**src/rtl/csr_file.sv**
```systemverilog
// csr_file: machine-mode CSR file for the RV32I core.
// Sits after the decoder. It performs the atomic CSR read-modify-write and
// returns the old value for rd. It also holds the 64-bit cycle/instret
// counters and the trap/mret state that the fetch stage consumes.
// Ports:
//   clk, rst_n        - clock, synchronous active-low reset
//   csr_adr           - CSR address (inst[31:20])
//   csr_op_ctr        - 0 write, 1 set, 2 clear, 3 none
//   csr_imm_en        - operand is zimm (rs1_adr) instead of rs1_data
//   csr_read_en       - old value is required on csr_rdata
//   rs1_adr, rs1_data - rs1 field / zimm, register-file rs1 value
//   inst_retire       - one instruction retires this cycle
//   irq_ext/timer/soft - level interrupt lines, reflected in mip
//   trap_en, trap_pc, trap_cause - trap entry request
//   mret              - return from trap
//   csr_rdata         - old CSR value (combinational)
//   csr_illegal       - unimplemented address or write to read-only CSR
//   mtvec_out, mepc_out, mie_global - state exported to fetch / irq logic
module csr_file #(
  parameter logic [31:0] MTVEC_RST = 32'h0000_0000
) (
  input  logic        clk,
  input  logic        rst_n,
  input  logic [11:0] csr_adr,
  input  logic [1:0]  csr_op_ctr,
  input  logic        csr_imm_en,
  input  logic        csr_read_en,
  input  logic [4:0]  rs1_adr,
  input  logic [31:0] rs1_data,
  input  logic        inst_retire,
  input  logic        irq_ext,
  input  logic        irq_timer,
  input  logic        irq_soft,
  input  logic        trap_en,
  input  logic [31:0] trap_pc,
  input  logic [31:0] trap_cause,
  input  logic        mret,
  output logic [31:0] csr_rdata,
  output logic        csr_illegal,
  output logic [31:0] mtvec_out,
  output logic [31:0] mepc_out,
  output logic        mie_global
);

  logic        st_mie, st_mpie;
  logic [31:0] mie_q, mtvec_q, mscratch_q, mepc_q, mcause_q;
  logic [63:0] mcycle_q, minstret_q;

  logic [31:0] old_val, opnd, nv;
  logic        adr_ok, wr_req, do_wr;

  // Old value mux; adr_ok flags implemented addresses.
  always_comb begin
    old_val = '0;
    adr_ok  = 1'b1;
    case (csr_adr)
      12'h300: old_val = {19'b0, 2'b11, 3'b0, st_mpie, 3'b0, st_mie, 3'b0};
      12'h304: old_val = mie_q;
      12'h305: old_val = mtvec_q;
      12'h340: old_val = mscratch_q;
      12'h341: old_val = mepc_q;
      12'h342: old_val = mcause_q;
      12'h344: old_val = {20'b0, irq_ext, 3'b0, irq_timer, 3'b0, irq_soft, 3'b0};
      12'hB00, 12'hC00: old_val = mcycle_q[31:0];
      12'hB80, 12'hC80: old_val = mcycle_q[63:32];
      12'hB02, 12'hC02: old_val = minstret_q[31:0];
      12'hB82, 12'hC82: old_val = minstret_q[63:32];
      default: adr_ok = 1'b0;
    endcase
  end

  assign opnd = csr_imm_en ? {27'b0, rs1_adr} : rs1_data;

  always_comb begin
    case (csr_op_ctr)
      2'd1:    nv = old_val | opnd;
      2'd2:    nv = old_val & ~opnd;
      default: nv = opnd;
    endcase
  end

  // Set/clear with rs1 = x0 (or zimm = 0) is a pure read and may target
  // read-only CSRs.
  assign wr_req      = (csr_op_ctr == 2'd0) ||
                       ((csr_op_ctr == 2'd1 || csr_op_ctr == 2'd2) && rs1_adr != 5'd0);
  assign csr_illegal = (csr_op_ctr != 2'd3) &&
                       (!adr_ok || (wr_req && csr_adr[11:10] == 2'b11));
  assign do_wr       = wr_req && !csr_illegal && !trap_en && !mret;
  assign csr_rdata   = (csr_read_en && csr_op_ctr != 2'd3) ? old_val : 32'h0;

  assign mtvec_out  = mtvec_q;
  assign mepc_out   = mepc_q;
  assign mie_global = st_mie;

  always_ff @(posedge clk) begin
    if (!rst_n) begin
      st_mie     <= 1'b0;
      st_mpie    <= 1'b0;
      mie_q      <= '0;
      mtvec_q    <= MTVEC_RST & ~32'd3;
      mscratch_q <= '0;
      mepc_q     <= '0;
      mcause_q   <= '0;
      mcycle_q   <= '0;
      minstret_q <= '0;
    end else begin
      // A write to either half replaces it and holds the counter this cycle.
      if (do_wr && csr_adr == 12'hB00)      mcycle_q <= {mcycle_q[63:32], nv};
      else if (do_wr && csr_adr == 12'hB80) mcycle_q <= {nv, mcycle_q[31:0]};
      else                                   mcycle_q <= mcycle_q + 64'd1;

      if (do_wr && csr_adr == 12'hB02)      minstret_q <= {minstret_q[63:32], nv};
      else if (do_wr && csr_adr == 12'hB82) minstret_q <= {nv, minstret_q[31:0]};
      else if (inst_retire)                  minstret_q <= minstret_q + 64'd1;

      if (trap_en) begin
        mepc_q   <= trap_pc & ~32'd3;
        mcause_q <= trap_cause;
        st_mpie  <= st_mie;
        st_mie   <= 1'b0;
      end else if (mret) begin
        st_mie  <= st_mpie;
        st_mpie <= 1'b1;
      end else if (do_wr) begin
        case (csr_adr)
          12'h300: begin
            st_mie  <= nv[3];
            st_mpie <= nv[7];
          end
          12'h304: mie_q      <= nv & 32'h0000_0888;
          12'h305: mtvec_q    <= nv & ~32'd3;
          12'h340: mscratch_q <= nv;
          12'h341: mepc_q     <= nv & ~32'd3;
          12'h342: mcause_q   <= nv;
          default: ;  // mip and counters: no effect / handled above
        endcase
      end
    end
  end

endmodule

```
**config.mk**
```make
export PLATFORM = sky130hd
export DESIGN_NAME = csr_file
export DESIGN_NICKNAME = d
export VERILOG_FILES = /design/src/rtl/csr_file.sv
export SDC_FILE = /design/constraint.sdc
export NUM_CORES = 1
export LEC_CHECK = 0
export CELL_PAD_IN_SITES_DETAIL_PLACEMENT = 1
export CELL_PAD_IN_SITES_GLOBAL_PLACEMENT = 1
export CORE_MARGIN = 10
export CORE_UTILIZATION = 25
export CTS_BUF_LIST = sky130_fd_sc_hd__clkbuf_4 sky130_fd_sc_hd__clkbuf_8
export CTS_CLUSTER_DIAMETER = 100
export DETAILED_ROUTE_END_ITERATION = 8
export GPL_TIMING_DRIVEN = 0
export PLACE_DENSITY = 0.53
export SYNTH_ARGS = -nofsm -noshare
export SYNTH_HDL_FRONTEND = slang
export SYNTH_SLANG_ARGS = --single-unit
export TNS_END_PERCENT = 1
```
**constraint.sdc**
```tcl
create_clock -name clk -period 3.5 [get_ports clk]
set_clock_uncertainty 0.2 [all_clocks]
set_input_delay 0.35 -clock clk [delete_from_list [all_inputs] [get_ports clk]]
set_output_delay 0.35 -clock clk [all_outputs]
set_load 0.1 [all_outputs]
```
==> summary.txt, run 1 <==
Post-synth top cells: dfxtp_1 (257), nand2_1 (207), o21ai_0 (205)
Root Driver: clkbuf_8
synth warn: 0
Port Buffers: 210
GRT overflow: 0
CTS Sinks: 257
Seq cells post-synth: 257
CP Max Fanout: 10
Req. time, crit path: 2.95 ns
Antenna Cells: 0
most common cell in the netlist: dfxtp_1
Routed WL: 109000 um
RSZ-0062 raised after global routing: yes
vias: 19100
Clock Latency Late Sink: 0.72 ns
DRC viols: 0
critical path class: primary input to primary output
Mapped Cells: 2019
HPWL Detailed: 83300 um
leading area contributor after synthesis: dfxtp_1
overall routing resource usage: 0.285
Post-synth EDFFs: 0
largest net degree at the start of global routing: 16
Crit Reg-Reg Startpoint: mcycle_q[0]
sequential-to-total area share from yosys stat: 0.329
num rows: 91
Core Region: 61800 um^2
number of H-tree levels: 2
Initial DRT Pass Iterations: 6
static leakage: 7.15 nW
CTS tree: built
status: complete, but fails checks
worst min path class: primary input to register
Final WS setup: -0.137 ns
proportion of layout cells with a drive suffix above 1: 0.158
Distinct cells, synth: 94
I/O Pins: 223
fin crit period: 3.64 ns
max_slew headroom: 0.176
maxcap violations: 0
top post-synthesis cells by area: dfxtp_1 (33%), o21ai_0 (6.6%), nand2_1 (5.0%)
Primary FF master, synth: dfxtp_1
CP endpoint kind: primary output
Mean Syn Cell Area: 7.76 um^2
Post-Syn Area: 15700 um^2
worst-path cell chain: clkdlybuf4s50_1 -> buf_6 -> nor4b_4 -> and3_1 -> buf_2 -> buf_6 -> a221oi_1 -> and3_1 -> nor2_1 -> buf_6
Die ar.: 73000 um^2
cts bufs inserted: 52
hold buffers post-CTS: 0
maximum vdd drop: 0.000228 V
GPL Wtd Cong: 1.00
fin crit share: 1.04
global-route wire length before repair: 151000 um
fmax: 0.275 GHz
Nets: 2448
asr flop ratio synth: 0
Design Power: 7.86 mW
Via density: 5.98
CP dominant cell by count: buf_6
Crit. Startpoint: csr_adr[1]
Starting DRT DRC Count: 1961
initial antenna violation count: 6
Starting Density: 0.253
Die Y: 270 um
final hold viol count: 0
clock transition at the registers of the reported paths: 0.08 ns
R2R setup slack: 0.06 ns
synthesis-to-finish area growth: 34.0%
Slowest-stage cell, CP: clkdlybuf4s50_1
number of global-route vias before repair: 19000
crit path launch type: primary input
Power per Cell Area: 375 nW/um^2
HP Start: trap_cause[26]
Worst-Margin Slew: 1.24 ns
endpoints failing setup: 16
DR WL/cell: 34.1 um
CP max stage delay: 0.51 ns
Max Root-Sink Buffers: 3
fin. max-slew vios: 0
Synth top area share: 0.329
failing checks: setup timing
critical path arrival: 3.09 ns
Final ANT Viol Nets: 0
final core utilization: 0.339
Die W: 270 um
==> critical path: cells and delay by family <==
family / cells / cell delay (ns)
compound gates: 1 / 0.11
buf+inv: 5 / 1.49
simple gates: 4 / 1.12
==> metrics by stage <==
step           setup slack, ns  area, um^2  hold slack [ns]  TNS, ns  instances
6_report                -0.137       21000           0.0550    -1.02       3194
5_1_grt                 -0.164       21000           0.0845    -2.20       3194
4_1_cts                 -0.122       20800           0.0218   -0.420       3192
3_5_place_dp             -2.37       18900            0.255  -436.94       3073
3_3_place_gp             -3.09       18800            0.241  -508.23       3069
2_1_floorplan           -0.229       15700            0.231    -2.69       2022
==> cells in the final DEF (no fill, tap or decap), types with 10 or more instances in the layout <==
cell             synthesis  final
buf_4                    5     57
nor4_1                  22     16
mux2i_1                 41     31
dfxtp_1                257    257
nor3_1                  55     46
nand3_1                110    110
nand4_1                 54     54
and2_1                  28     28
mux2_2                  19     19
clkbuf_1               113     83
nand2_1                207    203
a222oi_1                13     13
inv_1                   34     34
buf_2                   28     16
a31oi_1                 17     16
a21oi_1                100     97
a22oi_1                 86     83
o211ai_1                21     21
o22ai_1                 48     45
clkbuf_2                 0     22
o21ai_0                205    203
a211oi_1                39     35
clkbuf_8                 0     68
a211o_1                 21     12
or4_1                   10     10
and4_1                  15     15
or3_1                   10     10
nor2_1                 148    143
and3_1                  37     37
xor2_1                  36     36
xnor2_1                 25     25
buf_6                    2     21
o21a_1                  11     11
clkbuf_4                 0     22
nand2b_1                15     15
clkdlybuf4s50_1          0    171
==> what timing repair did <==
action,in CTS,in global routing
resized for setup,338,73
pin swaps,16,4
endpoints found under the setup margin,290,205
buffers inserted,26,2
==> power breakdown <==
part | total [mW] | internal (mW) | switching (mW)
combinational | 1.17 | 0.334 | 0.835
sequential | 3.04 | 2.98 | 0.0622
clock | 3.65 | 2.04 | 1.61
==> layout make-up <==
| cell class | count | area, um^2 |
|---|---|---|
| buffer | 158 | 855 |
| timing repair buffer | 242 | 2320 |
| inverter | 35 | 131 |
| tap | 837 | 1050 |
| clock buffer | 83 | 1040 |
| clock inverter | 11 | 124 |
| fill | 7352 | 40900 |
| multi-input combinational | 1571 | 10300 |
| sequential | 257 | 5140 |
==> flip-flops by register name (all words and copies together), names as in the netlist <==
| register | flops |
|---|---|
| mcause_q | 32 |
| mcycle_q | 64 |
| mepc_out | 30 |
| mie_global | 1 |
| mie_q | 3 |
| minstret_q | 64 |
| mscratch_q | 32 |
| mtvec_out | 30 |
| st_mpie | 1 |
==> layer usage <==
layer | up-vias | track usage | wire length [um]
met4 | 4 | 0.153 | 6740
met2 | 978 | 0.449 | 48300
met3 | 276 | 0.0642 | 9310
met1 | 9655 | 0.356 | 44600
met5 | - | 0 | 23
li1 | 8184 | - | -
==> path summary, 6_finish.rpt <==
| path | cells past startpoint | end |
|---|---|---|
| hold reg to reg | 2 | mscratch_q[14] |
| setup reg to reg | 9 | mcycle_q[42] |
| hold / removal | 3 | mcause_q[26] |
| setup / recovery | 10 | csr_rdata[6] |
==> cell families after synthesis <==
group           Yosys count  synth area share
fa+ha+maj                 6           0.00479
flops                   257             0.329
simple gates            776             0.260
buf+inv                 194            0.0509
other cells               1          0.000240
mux                      66            0.0485
xor+xnor                 61            0.0341
compound gates          658             0.273
No activity file was read; power rests on OpenSTA's default activity.
==> run 2, diff against run 1 <==
--- a/config.mk
+++ b/config.mk
@@ -7,13 +7,13 @@
 export LEC_CHECK = 0
 export CELL_PAD_IN_SITES_DETAIL_PLACEMENT = 1
 export CELL_PAD_IN_SITES_GLOBAL_PLACEMENT = 1
-export CORE_MARGIN = 10
-export CORE_UTILIZATION = 25
+export CORE_MARGIN = 3
+export CORE_UTILIZATION = 42
 export CTS_BUF_LIST = sky130_fd_sc_hd__clkbuf_4 sky130_fd_sc_hd__clkbuf_8
 export CTS_CLUSTER_DIAMETER = 100
 export DETAILED_ROUTE_END_ITERATION = 8
 export GPL_TIMING_DRIVEN = 0
-export PLACE_DENSITY = 0.53
+export PLACE_DENSITY = 0.82
 export SYNTH_ARGS = -nofsm -noshare
 export SYNTH_HDL_FRONTEND = slang
 export SYNTH_SLANG_ARGS = --single-unit
==> summary.txt, run 2 (synthesis results as in run 1) <==
RSZ-0062 raised after global routing: yes (unchanged)
FF-to-FF End: mcycle_q[55] (was mcycle_q[42])
global-route wire length before repair: 136000 um (was 151000 um)
proportion of layout cells with a drive suffix above 1: 0.147 (was 0.158)
fin crit share: 1.07 (was 1.04)
R2R setup slack: 0.08 ns (was 0.06 ns)
maxcap violations: 0 (unchanged)
critical path class: primary input to primary output (unchanged)
worst min path class: primary input to register (unchanged)
Routed WL: 96900 um (was 109000 um)
CTS tree: built (unchanged)
Crit Reg-Reg Startpoint: mcycle_q[18] (was mcycle_q[0])
Port Buffers: 210 (unchanged)
cts bufs inserted: 46 (was 52)
Worst-Margin Slew: 1.15 ns (was 1.24 ns)
Slowest-stage cell, CP: clkdlybuf4s50_1 (unchanged)
Root Driver: clkbuf_8 (unchanged)
static leakage: 7.02 nW (was 7.15 nW)
DRC viols: 0 (unchanged)
initial antenna violation count: 3 (was 6)
Final ANT Viol Nets: 0 (unchanged)
Non-Filler Instances: 2818 (was 3194)
Req. time, crit path: 2.95 ns (about the same)
critical path's top delay family: buffers and inverters (unchanged)
fin. max-slew vios: 0 (unchanged)
CP dominant cell by count: buf_4 (was buf_6)
failing checks: setup timing (unchanged)
crit path launch type: primary input (unchanged)
Power per Cell Area: 359 nW/um^2 (was 375 nW/um^2)
Internal Power: 4.93 mW (was 5.35 mW)
Clock Latency Late Sink: 0.66 ns (was 0.72 ns)
CP Max Fanout: 10 (unchanged)
CP max stage delay: 0.54 ns (was 0.51 ns)
maximum vdd drop: 0.000293 V (was 0.000228 V)
worst-path cell chain: clkdlybuf4s50_1 -> buf_6 -> buf_4 -> buf_4 -> mux2i_2 -> nor2_1 -> a221oi_1 -> o311a_1 -> buf_4 -> nor2_1 -> buf_6 (was clkdlybuf4s50_1 -> buf_6 -> nor4b_4 -> and3_1 -> buf_2 -> buf_6 -> a221oi_1 -> and3_1 -> nor2_1 -> buf_6)
switching share of power: 0.318 (was 0.319)
HP Start: trap_pc[6] (was trap_cause[26])
Max Root-Sink Buffers: 3 (unchanged)
CP endpoint kind: primary output (unchanged)
final hold viol count: 0 (unchanged)
number of global-route vias before repair: 19600 (was 19000)
overall routing resource usage: 0.471 (was 0.285)
fin crit period: 3.73 ns (was 3.64 ns)
vias: 20000 (was 19100)
most frequent cells in the layout: dfxtp_1 (257), nand2_1 (205), o21ai_0 (203), clkdlybuf4s50_1 (173), nor2_1 (144) (was dfxtp_1 (257), nand2_1 (203), o21ai_0 (203), clkdlybuf4s50_1 (171), nor2_1 (143))
final core utilization: 0.549 (was 0.339)
Nets: 2444 (was 2448)
endpoints failing setup: 24 (was 16)
I/O Pins: 223 (unchanged)
Final WS setup: -0.228 ns (was -0.137 ns)
Die Y: 199 um (was 270 um)
Core Region: 36700 um^2 (was 61800 um^2)
max_slew headroom: 0.231 (was 0.176)
number of H-tree levels: 2 (unchanged)
hold worst-path end: mepc_out[6] (was mcause_q[26])
Post-Place Cells: 2705 (was 3073)
register share of total power: 0.419 (was 0.387)
Regs by FF count: mcycle_q: 64 flops, minstret_q: 64 flops (unchanged)
fmax: 0.268 GHz (was 0.275 GHz)
WP buf/inv: 6 (was 5)
status: complete, but fails checks (unchanged)
DR WL/cell: 34.4 um (was 34.1 um)
clock share of power: 0.424 (was 0.465)
Die ar.: 39600 um^2 (was 73000 um^2)
GRT overflow: 0 (unchanged)
Starting Density: 0.427 (was 0.253)
commonest non-fill, non-tap cell in the layout: dfxtp_1 (unchanged)
Via density: 7.11 (was 5.98)
r2r worst-path depth: 7 (was 9)
Comb power frac: 0.157 (was 0.149)
Initial DRT Pass Iterations: 6 (unchanged)
HPWL Detailed: 71600 um (was 83300 um)
num rows: 70 (was 91)
clock transition at the registers of the reported paths: 0.06 ns (was 0.08 ns)
critical path arrival: 3.18 ns (was 3.09 ns)
Hold Path Cell Cnt: 3 (unchanged)
largest net degree at the start of global routing: 12 (was 16)
Die W: 199 um (was 270 um)
Starting DRT DRC Count: 3069 (was 1961)
synthesis-to-finish area growth: 28.6% (was 34.0%)
CTS Sinks: 257 (unchanged)
net switching power: 2.30 mW (was 2.51 mW)
GPL Wtd Cong: 1.08 (was 1.00)
## run 2: cell types whose count changed in the layout (fill, tap and decap cells not counted), moves of 3 or more
cell           change
a2111oi_4          -4
buf_12             -3
buf_2              +4
clkbuf_1           +4
clkbuf_2           -6
clkbuf_8           -7
clkinv_2           +6
diode_2            +3
dlygate4sd2_1      -3
mux2i_1            +4
mux2i_4            -4
nor4_2             -3
## run 2: worst max path at each step
stage	end	cells after the start	start
final	csr_rdata[13]	11	csr_adr[7]
after global routing	csr_rdata[13]	11	csr_adr[7]
after CTS	csr_rdata[23]	9	csr_adr[0]
after detailed placement	csr_rdata[27]	9	csr_adr[1]
after global placement	st_mpie	11	csr_adr[1]
after floorplan	csr_rdata[6]	7	csr_adr[5]
## run 2: power groups by stage
stage | clock network, mW | registers (mW) | logic, mW
2_1_floorplan | 0 | 3.21 | 0.400
3_3_place_gp | 0 | 3.09 | 1.03
3_5_place_dp | 0 | 3.09 | 1.04
4_1_cts | 3.04 | 3.03 | 1.08
5_1_grt | 3.16 | 3.03 | 1.15
6_report | 3.06 | 3.03 | 1.14
## run 2: layout make-up
type | count | area (um^2)
diodes | 3 | 7.51
plain buffers | 158 | 798
clock buffers | 69 | 893
clock inverters | 13 | 67.6
fillers | 4491 | 16600
inverters | 35 | 131
multi-input cells | 1571 | 10200
flip-flops and latches | 257 | 5140
well taps | 468 | 586
repair buffers | 244 | 2320
## run 2: routing by layer
metal	share of wire	track usage
met5	0	0
met4	0.094	0.354
met3	0.14	0.147
met2	0.40	0.680
met1	0.36	0.586
## run 2: what timing repair did
item / in CTS / in global routing
gates resized for setup: 300 / 84
hold buffers: 0 / 0
cloned: 0 / 0
setup buffers: 26 / 3
pin swaps: 12 / 8
setup endpoints to repair: 281 / 176
## run 2: worst min-delay path, delay by kind of cell
kind / cells / cell delay [ns]
buffers and inverters: 1 / 0.46
AOI/OAI and AO/OA: 2 / 0.12
## run 2: stage by stage
step / instance area (um^2) / total power [mW] / setup TNS [ns] / setup WS [ns] / hold slack [ns]
6_report: 20100 / 7.24 / -1.20 / -0.228 / 0.131
5_1_grt: 20100 / 7.34 / -1.57 / -0.184 / 0.140
4_1_cts: 19900 / 7.14 / -0.962 / -0.258 / 0.124
3_5_place_dp: 18400 / 4.13 / -351.46 / -2.04 / 0.248
3_3_place_gp: 18400 / 4.11 / -396.24 / -2.74 / 0.240
2_1_floorplan: 15700 / 3.61 / -2.69 / -0.229 / 0.231
